**src/rtl/decoder_pkg.sv**
```systemverilog
// Shared types and helpers for the scanning one-hot decoder.
package decoder_pkg;

    localparam int unsigned MAX_SEL_W = 6;

    typedef enum logic [1:0] {
        IDLE = 2'd0,
        HOLD = 2'd1,
        SCAN = 2'd2
    } state_t;

    // Dwell counter width: max(1, clog2(dwell)).
    function automatic int unsigned dwell_cnt_w(input int unsigned dwell);
        return (dwell <= 2) ? 1 : $clog2(dwell);
    endfunction

endpackage

```
**src/rtl/decoder_onehot.sv**
```systemverilog
// Combinational SEL_W to 2**SEL_W one-hot decode.
module decoder_onehot #(
    parameter int unsigned SEL_W = 3
) (
    input  logic [SEL_W-1:0]      idx,
    output logic [2**SEL_W-1:0]   lines
);

    always_comb begin
        lines      = '0;
        lines[idx] = 1'b1;
    end

endmodule

```
**src/rtl/decoder_scan_n_to_2n.sv**
```systemverilog
// Registered binary-to-one-hot decoder with load/hold and an optional scan sequencer.
// Scan mode, dwell counter and wrap pulse are built only when DECODER_SCAN_EN is defined.
module decoder_scan_n_to_2n
    import decoder_pkg::*;
#(
    parameter int unsigned SEL_W = 3,
    parameter int unsigned DWELL = 4
) (
    input  logic                  clk,
    input  logic                  rst,
    input  logic                  en,
    input  logic                  load,
    input  logic                  scan,
    input  logic [SEL_W-1:0]      in_lines,
    output logic [2**SEL_W-1:0]   out_lines,
    output logic [SEL_W-1:0]      cur_idx,
    output logic                  wrap
);

    localparam int unsigned OUT_N = 2**SEL_W;

    if (SEL_W < 1 || SEL_W > MAX_SEL_W) begin : g_bad_sel_w
        $error("SEL_W must be in 1..%0d", MAX_SEL_W);
    end
    if (DWELL < 1) begin : g_bad_dwell
        $error("DWELL must be at least 1");
    end

    state_t             state;
    state_t             state_nxt;
    logic [SEL_W-1:0]   idx_nxt;
    logic [OUT_N-1:0]   dec_lines;
    logic [OUT_N-1:0]   lines_nxt;

    // Decode the index being registered so out_lines and cur_idx update together.
    decoder_onehot #(.SEL_W(SEL_W)) u_onehot (
        .idx   (idx_nxt),
        .lines (dec_lines)
    );

`ifdef DECODER_SCAN_EN
    localparam int unsigned CNT_W = dwell_cnt_w(DWELL);

    logic [CNT_W-1:0]   cnt;
    logic [CNT_W-1:0]   cnt_nxt;
    logic               wrap_nxt;

    always_ff @(posedge clk) begin
        if (rst) begin
            state     <= IDLE;
            cur_idx   <= '0;
            cnt       <= '0;
            out_lines <= '0;
            wrap      <= 1'b0;
        end else begin
            state     <= state_nxt;
            cur_idx   <= idx_nxt;
            cnt       <= cnt_nxt;
            out_lines <= lines_nxt;
            wrap      <= wrap_nxt;
        end
    end

    always_comb begin
        state_nxt = state;
        idx_nxt   = cur_idx;
        cnt_nxt   = cnt;
        wrap_nxt  = 1'b0;
        lines_nxt = '0;

        if (load) begin
            idx_nxt   = in_lines;
            cnt_nxt   = '0;
            state_nxt = scan ? SCAN : HOLD;
        end else begin
            case (state)
                IDLE, HOLD: begin
                    if (scan) begin
                        state_nxt = SCAN;
                        cnt_nxt   = '0;
                    end
                end
                SCAN: begin
                    if (!scan) begin
                        state_nxt = HOLD;
                        cnt_nxt   = '0;
                    end else if (cnt == CNT_W'(DWELL - 1)) begin
                        cnt_nxt  = '0;
                        idx_nxt  = cur_idx + SEL_W'(1);
                        wrap_nxt = (cur_idx == SEL_W'(OUT_N - 1));
                    end else begin
                        cnt_nxt = cnt + CNT_W'(1);
                    end
                end
                default: state_nxt = IDLE;
            endcase
        end

        if (en && state_nxt != IDLE) begin
            lines_nxt = dec_lines;
        end
    end
`else
    logic unused_scan;
    assign unused_scan = scan;
    assign wrap        = 1'b0;

    always_ff @(posedge clk) begin
        if (rst) begin
            state     <= IDLE;
            cur_idx   <= '0;
            out_lines <= '0;
        end else begin
            state     <= state_nxt;
            cur_idx   <= idx_nxt;
            out_lines <= lines_nxt;
        end
    end

    always_comb begin
        state_nxt = state;
        idx_nxt   = cur_idx;
        lines_nxt = '0;

        if (load) begin
            idx_nxt   = in_lines;
            state_nxt = HOLD;
        end

        if (en && state_nxt != IDLE) begin
            lines_nxt = dec_lines;
        end
    end
`endif

endmodule

```
**config.mk**
```make
export PLATFORM = sky130hd
export DESIGN_NAME = decoder_scan_n_to_2n
export DESIGN_NICKNAME = d
export VERILOG_FILES = /design/src/rtl/decoder_pkg.sv /design/src/rtl/decoder_onehot.sv /design/src/rtl/decoder_scan_n_to_2n.sv
export SDC_FILE = /design/constraint.sdc
export NUM_CORES = 1
export LEC_CHECK = 0
export CORE_AREA = 2 2 39 41
export CTS_BUF_LIST = sky130_fd_sc_hd__clkbuf_4
export CTS_CLUSTER_SIZE = 12
export DETAILED_ROUTE_END_ITERATION = 12
export DIE_AREA = 0 0 41 43
export DONT_BUFFER_PORTS = 1
export GPL_TIMING_DRIVEN = 0
export PLACE_DENSITY_LB_ADDON = 0.2
export SYNTH_ARGS = -nofsm -noshare
export SYNTH_HDL_FRONTEND = slang
export SYNTH_HIERARCHICAL = 1
export SYNTH_SLANG_ARGS = --single-unit
export TNS_END_PERCENT = 100
```
**constraint.sdc**
```tcl
create_clock -name clk -period 2.5 [get_ports clk]
set_input_delay 0.625 -clock clk [delete_from_list [all_inputs] [get_ports clk]]
set_output_delay 0.625 -clock clk [all_outputs]
set_load 0.02 [all_outputs]
```
; After elaboration in Yosys (flattened, before gate mapping)
; Index checks and enable logic that the tools add are counted.
[totals]
reg_bits = 13
latchBits = 0
mem_bits_rw = 0
mem_bits_ro = 0
mem_count = 0
[classes]
n_addsub = 0
mul = 0
n_div = 0
magnitude_cmp = 2
n_eq_ne = 0
shifts = 0
n_mux = 4
n_bitwise = 1
n_reduce_logical = 4
[op_table]
columns = op, count
row1 = $lt 3x4->1 const B, 1
row2 = $demux 1 s3, 1
row3 = $ge 3x1->1 const B, 1
row4 = $mux 3, 1
row5 = $logic_and 1x1->1, 2
row6 = $mux 2, 1
row7 = $reduce_bool 2->1, 1
row8 = $reduce_or 2->1, 1
row9 = $mux 1, 1
row10 = $not 1->1, 1

; Logic depth before layout (Yosys ltp)
[logic_depth]
depth_word = 5
mapped_depth = 3
depth_no_buf = 3

; Cells and area by module
; Netlist, hierarchy kept.
[modules_own_cells]
columns = module, instances, cells_each, area_each_um2
row1 = decoder_scan_n_to_2n, 1, 34, 406.6
row2 = decoder_onehot, 1, 8, 65.1

; Worst setup path after synthesis
; No wires, ideal clock.
[synth_path]
kind = input -> register
start = input port load
end = register out_lines[3]
setup_time_ps = 115
arrival_time_ps = 1317
required_ps = 2385
path_slack_ps = 1068
stages = 3
cell_sequence = mux2_2 > and3b_2 > and3_1
[synth_between]
elab_chain_len = 5
elab_cells_between_ends = 11
[synth_rtl]
columns = item, line
row1 = start: declaration, decoder_scan_n_to_2n.sv:12  ; input logic load,
row2 = $mux 3 (*), decoder_scan_n_to_2n.sv:125  ; if (load) begin
row3 = $lt 3x4->1 (not written as such) / $ge 3x1->1 (equally long branches), decoder_onehot.sv:11  ; lines[idx] = 1'b1;
row4 = $logic_and 1x1->1 (not written as such), decoder_onehot.sv:11
row5 = $mux 1 (not written as such), decoder_onehot.sv:11
row6 = $demux 1 s3 (*), n/a
row7 = via dec_lines[3], decoder_scan_n_to_2n.sv:32  ; logic [OUT_N-1:0] dec_lines;
row8 = end signal: assignment, decoder_scan_n_to_2n.sv:116  ; out_lines <= lines_nxt;
row9 = end: declaration, decoder_scan_n_to_2n.sv:15  ; output logic [2**SEL_W-1:0] out_lines,
; The timed path passes the listed nets; every way through them passes the cells marked *.
; A chain may end at the register's enable or synchronous reset.

; Final worst setup path
[layout_path]
start = register cur_idx[2]
end = output port cur_idx[2]
[layout_rtl]
columns = item, line
row1 = start: declaration, decoder_scan_n_to_2n.sv:16  ; output logic [SEL_W-1:0] cur_idx,
row2 = start signal: assignment, decoder_scan_n_to_2n.sv:115  ; cur_idx <= idx_nxt;
; No word-level cell between the ends.

==> metrics <==
row count=14; post-CTS sizing=0; final core utilization=between 30 and 40%; PD cells=approximately 750 nW/um^2; Inserted Clock Buffers=3; Ports=20; Final HPWL DP=546 microns; clk_lat worst skew=between 200 and 300 ps; detailed-route via count=316; clock period minus worst slack=1350 ps; GR met2 Demand/Resource=13.8%; initial antenna violation count=0; area of the multi-input gates=204 sq um; skew final=roughly 5.9 ps; Mapped Cells=42; Residual DRC=0; WL/cell=11.6 microns; Cell Area, Synth=roughly 470 sq um; vias in the first global route=289; sequential-to-total area share from yosys stat=55.2%; met1 GRT Util=12.2%; fraction of layout cells with a size suffix above 1=between 20% and 30%; RSZ-0062 raised after global routing=false; final wirelength=719 microns; Die X=41 microns; critical path peak fanout=2; DP Cell Count=58; Crit Path Class=reg2out; clock slew at reported path FFs=around 80 ps; Final GP Congestion=just over 0.6; Antenna diodes=0; I/O Buffers=0; ratio of final minimum period to clock period=between 50 and 60%; status=completed; final setup fails=0; post-route insts no fill=62; vias per inst=5.10; GRT Util Overall=10.7%; Max VDD drop=0.296 mV; Hold Crit Depth=1; Netlist cell types=12; WP depth=0; r2r worst-path depth=3; Ys Warns=6; fin nets=55; Die H=43 microns; CP required=1880 ps; sequential cell area=260 sq um; Mean Syn Cell Area=about 11 sq um; H-tree levels=1; Leakage=0.241 nW; clk buf depth=2; Final Max Slew Viols=0; clock sinks=13; Design Power=0.390 mW; Mapped Nets=50; Final Hold Viols=0; Hold Path Class=in2reg; pin count of the biggest net entering global routing=10; postcts setup bufs=0; First-pass DRT Iterations=3; commonest cells after routing, fill and taps aside=13 x dfxtp_1, 8 x and3_1, 4 x nor2b_1, 4 x nor3b_1, 4 x clkbuf_4; CORE AREA=about 1400 sq um; initial drt markers=7; element type at the critical path end=output pin; cts-stage hold buffer count=0; max-cap viol count=0; GR Util met3=9.95%; commonest non-fill, non-tap cell in the layout=dfxtp_1; area grow syn2layout=10.6%; Layout fillers=140; die area=1760 sq um; first-pass GRT wire length=1.17 mm; GRT busiest layer=met2; Arrival @ worst endpoint=730 ps; CTS root buf=clkbuf_4; critical path launch point type=flip-flop; CTS tree=yes; total grt overflow=0; Fmax=740 MHz; Synth Register Bits=13; ANT nets after route=0; setup tns final=0 ps; Initial Utilization=34.1%
state kept, by name, summed over array words and instances, names as in the netlist:
signal / count
cur_idx: 3
out_lines: 8
state: 2
logic make-up after synthesis:
kind of cell | count (synthesis) | share of synthesized area [%]
and+or+nand+nor | 24 | 35.3
other | 1 | 0.795
DFF | 13 | 55.2
buffers and inverters | 1 | 1.59
muxes | 3 | 7.16
power breakdown:
part / total (mW) / switching, mW / internal (mW)
sequential: 0.222 / 0.00905 / 0.213
combinational: 0.0296 / 0.0144 / 0.0151
clock: 0.138 / 0.0651 / 0.0727
path summary, 6_finish.rpt:
kind | start | end | slack [ps]
hold / removal | rst | cur_idx[2] | 410
hold reg to reg | state[0] | state[0] | 470
setup reg to reg | cur_idx[2] | out_lines[6] | 1310
setup / recovery | cur_idx[2] | cur_idx[2] | 1150
per-stage QoR:
step	setup slack (ps)	hold slack, ps	instance area (sq um)
after CTS	1130	393	522
after global placement	1040	448	492
after floorplan	1070	435	472
final	1150	407	522
after detailed placement	1030	455	492
after global routing	1110	382	522
synthesized netlist by cell type, drive strengths merged:
library cell / count / share of area (%)
mux2: 3 / 7.2
dfxtp: 13 / 55
nor2b: 4 / 5.3
and3: 9 / 12
conb: 1 / 0.79
buf: 1 / 1.6
or3: 1 / 2.4
and3b: 3 / 6.4
nor3b: 4 / 6.4
nor3: 1 / 1.1
nor2: 2 / 1.6
layer usage:
layer / vias to the layer above / part of all wire, %
li1: 152 / -
met1: 147 / 43
met2: 17 / 45
met3: 0 / 12
met4: 0 / 0
met5: - / 0
final cells by class:
cell class,count,share of cell area [%]
buffer,1,1.44
multi-input combinational,28,39.1
clock buffer,4,5.76
sequential,13,49.9
tap,16,3.84
(Power assumes the default switching activity.)
